[src/rtl/uart_program_loader.sv]
// Boot loader that receives a length-prefixed program image over an 8N1 UART line,
// writes it into the 256x8 memory from address 0 with the CPU held in reset, then hands the memory port to the CPU.
module uart_program_loader #(
  parameter int CLKS_PER_BIT = 868,
  parameter int ADDR_W       = 8
) (
  input  logic              i_clk,
  input  logic              i_rst,
  input  logic              i_rx,
  input  logic              i_load_req,
  input  logic [ADDR_W-1:0] i_cpu_addr,
  input  logic [7:0]        i_cpu_data_write,
  input  logic              i_cpu_write_enable,
  output logic [ADDR_W-1:0] o_mem_addr,
  output logic [7:0]        o_mem_data_write,
  output logic              o_mem_write_enable,
  output logic              o_cpu_rstn,
  output logic              o_busy,
  output logic              o_frame_err
);

  localparam int TIMER_W = $clog2(CLKS_PER_BIT);
  localparam int CNT_W   = ADDR_W + 1;
  localparam logic [TIMER_W-1:0] HALF_M1 = TIMER_W'(CLKS_PER_BIT / 2 - 1);
  localparam logic [TIMER_W-1:0] FULL_M1 = TIMER_W'(CLKS_PER_BIT - 1);

  typedef enum logic [1:0] {RX_IDLE, RX_START, RX_DATA, RX_STOP} rx_state_t;
  typedef enum logic [1:0] {LD_WAIT_LEN, LD_LOAD, LD_DONE} ld_state_t;

  logic               rx_meta, rx_sync;
  rx_state_t          rx_state, rx_next;
  logic [TIMER_W-1:0] timer;
  logic [2:0]         bit_idx;
  logic [7:0]         shift;
  logic               rx_valid;
  logic               timer_half, timer_full, stop_sample;

  ld_state_t          ld_state, ld_next;
  logic [ADDR_W-1:0]  load_addr;
  logic [7:0]         load_data;
  logic               load_we;
  logic [CNT_W-1:0]   count, len;
  logic               frame_err;

  // NOTE: sequential state uses non-blocking assignments so every register samples pre-edge values.
  always_ff @(posedge i_clk or posedge i_rst) begin
    if (i_rst) begin
      rx_meta <= 1'b1;
      rx_sync <= 1'b1;
    end else begin
      rx_meta <= i_rx;
      rx_sync <= rx_meta;
    end
  end

  assign timer_half  = (timer == HALF_M1);
  assign timer_full  = (timer == FULL_M1);
  assign stop_sample = (rx_state == RX_STOP) && timer_full;

  always_ff @(posedge i_clk or posedge i_rst) begin
    if (i_rst) rx_state <= RX_IDLE;
    else       rx_state <= rx_next;
  end

  always_comb begin
    // NOTE: default assignment first keeps this block free of inferred latches.
    rx_next = rx_state;
    case (rx_state)
      RX_IDLE:  if (!rx_sync) rx_next = RX_START;
      RX_START: if (timer_half) rx_next = rx_sync ? RX_IDLE : RX_DATA;
      RX_DATA:  if (timer_full && bit_idx == 3'd7) rx_next = RX_STOP;
      RX_STOP:  if (timer_full) rx_next = RX_IDLE;
      default:  rx_next = RX_IDLE;
    endcase
  end

  // Bit timer restarts at mid start bit, so data and stop samples land mid-bit.
  always_ff @(posedge i_clk or posedge i_rst) begin
    if (i_rst) begin
      timer    <= '0;
      bit_idx  <= '0;
      shift    <= '0;
      rx_valid <= 1'b0;
    end else begin
      rx_valid <= stop_sample && rx_sync;
      case (rx_state)
        RX_IDLE: begin
          timer   <= '0;
          bit_idx <= '0;
        end
        RX_START: timer <= timer_half ? '0 : timer + 1'b1;
        RX_DATA: begin
          if (timer_full) begin
            timer   <= '0;
            shift   <= {rx_sync, shift[7:1]};
            bit_idx <= bit_idx + 1'b1;
          end else begin
            timer <= timer + 1'b1;
          end
        end
        RX_STOP: timer <= timer + 1'b1;
        default: timer <= '0;
      endcase
    end
  end

  always_ff @(posedge i_clk or posedge i_rst) begin
    if (i_rst) ld_state <= LD_WAIT_LEN;
    else       ld_state <= ld_next;
  end

  always_comb begin
    ld_next = ld_state;
    case (ld_state)
      LD_WAIT_LEN: if (rx_valid) ld_next = LD_LOAD;
      LD_LOAD:     if (load_we && count == len) ld_next = LD_DONE;
      LD_DONE:     if (i_load_req) ld_next = LD_WAIT_LEN;
      default:     ld_next = LD_WAIT_LEN;
    endcase
  end

  always_comb begin
    o_cpu_rstn  = (ld_state == LD_DONE);
    o_busy      = (ld_state != LD_DONE);
    o_frame_err = frame_err;
    if (ld_state == LD_DONE) begin
      o_mem_addr         = i_cpu_addr;
      o_mem_data_write   = i_cpu_data_write;
      o_mem_write_enable = i_cpu_write_enable;
    end else begin
      o_mem_addr         = load_addr;
      o_mem_data_write   = load_data;
      o_mem_write_enable = load_we;
    end
  end

  // load_addr holds the address of the pending strobe and advances once it has been written.
  always_ff @(posedge i_clk or posedge i_rst) begin
    if (i_rst) begin
      load_addr <= '0;
      load_data <= '0;
      load_we   <= 1'b0;
      count     <= '0;
      len       <= '0;
      frame_err <= 1'b0;
    end else begin
      load_we <= (ld_state == LD_LOAD) && rx_valid;
      if (ld_state == LD_DONE && i_load_req) frame_err <= 1'b0;
      else if (stop_sample && !rx_sync)      frame_err <= 1'b1;
      case (ld_state)
        LD_WAIT_LEN: begin
          if (rx_valid) begin
            len       <= (shift == 8'h00) ? CNT_W'(256) : CNT_W'(shift);
            load_addr <= '0;
            count     <= '0;
          end
        end
        LD_LOAD: begin
          if (rx_valid) begin
            load_data <= shift;
            count     <= count + 1'b1;
          end
          if (load_we) load_addr <= load_addr + 1'b1;
        end
        LD_DONE: if (i_load_req) load_addr <= '0;
        default: ;
      endcase
    end
  end

endmodule

[config.mk]
export PLATFORM = sky130hd
export DESIGN_NAME = uart_program_loader
export DESIGN_NICKNAME = d
export VERILOG_FILES = /design/src/rtl/uart_program_loader.sv
export SDC_FILE = /design/constraint.sdc
export NUM_CORES = 1
export LEC_CHECK = 0
export CAP_MARGIN = 15
export CORE_MARGIN = 2
export CORE_UTILIZATION = 35
export DETAILED_ROUTE_END_ITERATION = 16
export HOLD_SLACK_MARGIN = 0.12
export PLACE_DENSITY_LB_ADDON = 0.08
export SYNTH_ARGS = -nofsm -noshare
export SYNTH_HDL_FRONTEND = slang
export SYNTH_SLANG_ARGS = --single-unit
[constraint.sdc]
create_clock -name i_clk -period 2.9 [get_ports i_clk]
set_input_delay 0.58 -clock i_clk [delete_from_list [all_inputs] [get_ports i_clk]]
set_output_delay 0.58 -clock i_clk [all_outputs]
set_load 0.01 [all_outputs]
### After elaboration in Yosys (flattened, before gate mapping)

Cells that the tools add are included.

* output and inout port bits: 20
* logic and storage cells: 89
* bits of input ports: 21
* flip-flop bits (word level): 64

* muxes and demuxes: 28
* reduce and logical (&&, ||, !) cells: 23
* $add $sub $neg: 4
* equal/unequal tests: 20

Operators with widths (number)
* 8-bit 2-to-1 mux: 5
* 10-bit case mux with 4 select lines: 1
* 9-bit 2-to-1 mux: 3
* 8-bit case mux with 3 select lines: 1
* 2-bit inequality test, second input constant: 11
* 10-bit 2-to-1 mux: 2
* 9-bit case mux with 2 select lines: 1
* 2-bit 2-to-1 mux: 8
* 10-bit by 1-bit adder with 10-bit output, second input constant: 1
* 10-bit == test, second input constant: 1
* 10-bit by 9-bit == test with 1-bit output, second input constant: 1
* 9-bit by 1-bit adder with 9-bit output, second input constant: 1
* 9-bit == test: 1
* 8-bit by 1-bit adder with 8-bit output, second input constant: 1
* 8-bit logical NOT: 1
* 2-bit case mux with 4 select lines: 1
* 2-bit AND reduction: 4
* 4-bit AND reduction: 2
* 1-bit logical AND: 7
* 2-bit == test, second input constant: 3
* 2-bit case mux with 3 select lines: 1
* 3-bit case mux with 2 select lines: 1
* 3-bit AND reduction: 2
* 2-bit nonzero test: 3
* 8 further kinds: 12

### Logic depth before layout (Yosys ltp)

* depth in word-level cells: 5
* depth in mapped cells: 7
* depth with buffers taken out: 6

### Least setup slack after synthesis

OpenSTA, ideal clock, no wires.

* path type: flip-flop to output port
* start point: register ld_state[1]
* end point: output o_mem_addr[0]
* path slack: 0.914 ns
* buffers on the path: 3
* arrival time: 1.406 ns
* required time: 2.320 ns
* stages on the path, launching flop included: 7
* cell sequence: dfrtp_1 > clkbuf_2 > nand2_2 > inv_2 > buf_2 > buf_4 > mux2_2

* cells in the longest elaborated chain, start to end: 2

Ends and longest elaborated chain
* start: declaration: line 38 `ld_state_t ld_state, ld_next;`
* start signal: assignment: line 109 `else ld_state <= ld_next;`
* 2-bit == test
* net o_cpu_rstn: line 17 `output logic o_cpu_rstn,`
* 8-bit 2-to-1 mux: line 126 `if (ld_state == LD_DONE) begin`
* end: declaration: line 14 `output logic [ADDR_W-1:0] o_mem_addr,`

The timed path passes the listed nets, and every way through them passes these cells.

### Worst setup path in the final report

* start point: register ld_state[1]
* end point: output o_mem_addr[7]

* cells in the longest elaborated chain, start to end: 2

Ends and longest elaborated chain (line)
* 2-bit == test: 126
* 8-bit 2-to-1 mux: 126

Every way passes these cells.

==> metrics.csv <==
stage,metric,value,unit
outcome,status,"finished, final reports clean",
route,M1 WL,3.179,mm
worst_setup_path,CP peak stage delay,0.49,ns
placement,final RePlAce weighted congestion,0.7911,
sta,Final Hold Vio Count,0,
synth,post-synthesis sequential area ratio,0.4992,
die,Initial Utilization,0.3649,
clocking,CTS Root Cell,clkbuf_8,
worst_setup_path,FF-to-FF Start,ld_state[1]$_DFFE_PP0P_,
synth,largest area contributor in the netlist,dfrtp_1,
route,DR iter-0 viols,91,
cells_and_area,Area Overhead vs Synth,21.88,%
clocking,total CTS buffers,9,
route,DR WL met3,230,um
cells_and_area,Storage cell area,1604,um^2
route,1st-pass router iterations,4,
synth,Syn. warnings,0,
cells_and_area,Nets,377,
sta,final setup TNS,0,ns
flow_run,Max-Cap Viols,0,
route,Via-to-Cell Ratio,5.041,
cells_and_area,"commonest non-fill, non-tap cell in the layout",dfrtp_1,
worst_setup_path,critical path class,reg2out,
clocking,Max clock buf depth,2,
synth,number of enable flip-flop cells after synthesis,0,
placement,Port Buf Inserts,40,
worst_setup_path,slowest cell on the critical path,dfrtp_1,
cells_and_area,proportion of layout cells with a drive suffix above 1,0.1949,
placement,placed inst area,3730,um^2
worst_setup_path,R2R depth,5,
global_routing,GRT overflow,0,
sta,Rel. slew slack,0.6280,
worst_setup_path,Worst EP required,2.32,ns
worst_setup_path,Worst Path Max Fanout,20,
worst_setup_path,worst-path cell chain,nand2_2 -> inv_2 -> mux2_2 -> clkdlybuf4s50_1,
route,final WL,6.498,mm
synth,average size of a mapped cell,10.50,um^2
synth,"Top FF cell, synth",dfrtp_1,
route,Routed wire per std cell,14.06,um
sta,Fmax,364.5,MHz
clocking,post-CTS setup buffers,0,
sta,final setup fails,0,
pwr,Leak,1.789,nW
worst_hold_path,worst min-delay path class,reg2reg,
placement,HPWL after detailed placement,4.452,mm
synth,asr flop ratio synth,1.000,
pwr,Power Total,1.695,mW
worst_setup_path,crit path launch type,register,
worst_setup_path,CP arrival,2.16,ns
worst_setup_path,RR Endpoint,load_addr[7]$_DFFE_PP0P_,
synth,Unique masters post-synth,47,
cells_and_area,"commonest non-fill, non-tap cells in the layout","dfrtp_1 (62), nand2_1 (50), clkdlybuf4s50_1 (40)",
cells_and_area,area of the multi-input gates,1506,um^2
die,Placement Rows,34,
synth,cell count after synthesis,306,
clocking,TritonCTS clock tree,yes,
worst_setup_path,crit-path leading delay family,buffers and inverters,
worst_setup_path,CP endpoint kind,primary output,
route,DR top layer,met4,
synth,"FF+latch count, synth",64,
synth,Mapped Area,3213,um^2
worst_setup_path,internal reg-to-reg setup slack,0.98,ns
global_routing,first-pass GRT wire length,11.14,mm
route,metal2 WL,2.975,mm
route,via count,2329,
die,Die Ht,99.82,um
clocking,clock latency on the worst-skew pair,0.34,ns
sta,Tcrit/Tclk final,0.9460,
worst_setup_path,crit path capture,o_mem_addr[7],
sta,RSZ-0062 raised after global routing,false,
clocking,# clock sinks,64,
die,Die Wd,99.82,um
sta,Final WS setup,0.1565,ns
route,DRC errors left,0,
clocking,Worst-path clk slew,0.07,ns
worst_setup_path,critical path depth,4,
worst_setup_path,CP Buf/Inv Count,2,
clocking,H-tree levels,3,
global_routing,largest net degree at the start of global routing,65,
pwr,PwrDens,432.8,nW/um^2
synth,Syn Nets,333,
synth,Synth top area share,0.4829,
global_routing,vias in the first global route,2246,
pwr,Worst VDD drop,0.0001769,V
clocking,Post-CTS Hold Fix Bufs,0,
die,number of top-level pins,41,
sta,worst slew pin tran,0.5580,ns
worst_setup_path,worst setup path start,ld_state[1]$_DFFE_PP0P_,
die,Core ar.,8806,um^2
sta,Final Skew,0.009896,ns
sta,crit path time final,2.743,ns
synth,most area-consuming cells after synthesis,"dfrtp_1 (48%), mux2_2 (12%), nand2_1 (5.8%), xnor2_1 (3.8%), nor2_1 (2.6%)",
cells_and_area,diode count,0,
sta,Hold WS,0.3555,ns
clocking,post-CTS sizing,0,
die,Die Area,9963,um^2
global_routing,initial antenna violation count,0,
cells_and_area,design area,3916,um^2
cells_and_area,Fill cells,873,
sta,Final Max Tran Viols,0,
route,"antenna viol nets, final",0,
global_routing,GR Util All Layers,0.1436,
placement,pre-CTS setup slack,0.4785,ns
## synth_stat cells, types with 2 or more instances
| master | instances |
|---|---|
| inv_1 | 7 |
| ha_1 | 6 |
| nand4_1 | 8 |
| nand2_1 | 50 |
| or4_1 | 2 |
| nor3b_2 | 2 |
| mux2_2 | 35 |
| mux2i_1 | 2 |
| nor4_1 | 4 |
| buf_4 | 2 |
| and3_1 | 2 |
| a31o_2 | 2 |
| xor2_1 | 6 |
| a21o_1 | 2 |
| or3_1 | 5 |
| o21ai_0 | 13 |
| xnor2_1 | 14 |
| nor2_1 | 22 |
| clkbuf_1 | 2 |
| o31ai_1 | 2 |
| buf_2 | 6 |
| a22o_1 | 2 |
| a21oi_1 | 9 |
| nand3_1 | 11 |
| and4_1 | 4 |
| dfstp_2 | 2 |
| dfrtp_1 | 62 |
| nor3_1 | 3 |
## worst min-delay path by stage
stage          cells past startpoint  slack (ns)         startpoint                 to
2_1_floorplan                      0        0.35  rx_meta$_DFF_PP1_  rx_sync$_DFF_PP1_
4_1_cts                            0        0.36  rx_meta$_DFF_PP1_  rx_sync$_DFF_PP1_
3_3_place_gp                       0        0.35  rx_meta$_DFF_PP1_  rx_sync$_DFF_PP1_
6_report                           0        0.36  rx_meta$_DFF_PP1_  rx_sync$_DFF_PP1_
3_5_place_dp                       0        0.35  rx_meta$_DFF_PP1_  rx_sync$_DFF_PP1_
5_1_grt                            0        0.36  rx_meta$_DFF_PP1_  rx_sync$_DFF_PP1_
## per-layer routing
layer,vias to the layer above,global-route usage
li1,1165,-
met4,0,0.06006
met5,-,0
met2,34,0.2230
met1,1120,0.1944
met3,10,0.03273
## cell families (layout without fill, tap and decap cells)
logic type / after synthesis / after routing / share of synthesized area
and+or+nand+nor: 120 / 120 / 0.1838
DFF: 64 / 64 / 0.4992
AOI/OAI and AO/OA: 38 / 38 / 0.07827
muxes: 37 / 37 / 0.1289
buffers and inverters: 21 / 69 / 0.03193
xor gates and xnor gates: 20 / 20 / 0.05452
adders and majority gates: 6 / 6 / 0.02336
## power breakdown
| group | switching [mW] | total, mW | internal, mW |
|---|---|---|---|
| registers | 0.00216 | 0.898 | 0.896 |
| logic | 0.0227 | 0.0516 | 0.0290 |
| clock network | 0.334 | 0.745 | 0.412 |
## flip-flops by register name (all words and copies together), names as in the netlist, named ones only
signal,flops
len,9
load_data,8
ld_state,2
load_we,1
rx_valid,1
load_addr,8
rx_state,1
bit_idx,3
rx_sync,1
o_frame_err,1
rx_meta,1
timer,10
shift,8
count,9
## layout make-up
type,count,share of cell area
clock buffers,11,0.03610
clock inverters,4,0.01150
inverters,9,0.008626
multi-input cells,221,0.3847
repair buffers,45,0.1150
well taps,108,0.03450
flip-flops and latches,64,0.4096
## through the flow
step                utilization  std cells
floorplan                     -        306
global placement         0.4236        447
detailed placement       0.4236        447
CTS                      0.4447        462
global route             0.4447        462
finish                   0.4447        462
No activity file was read; power rests on OpenSTA's default activity.
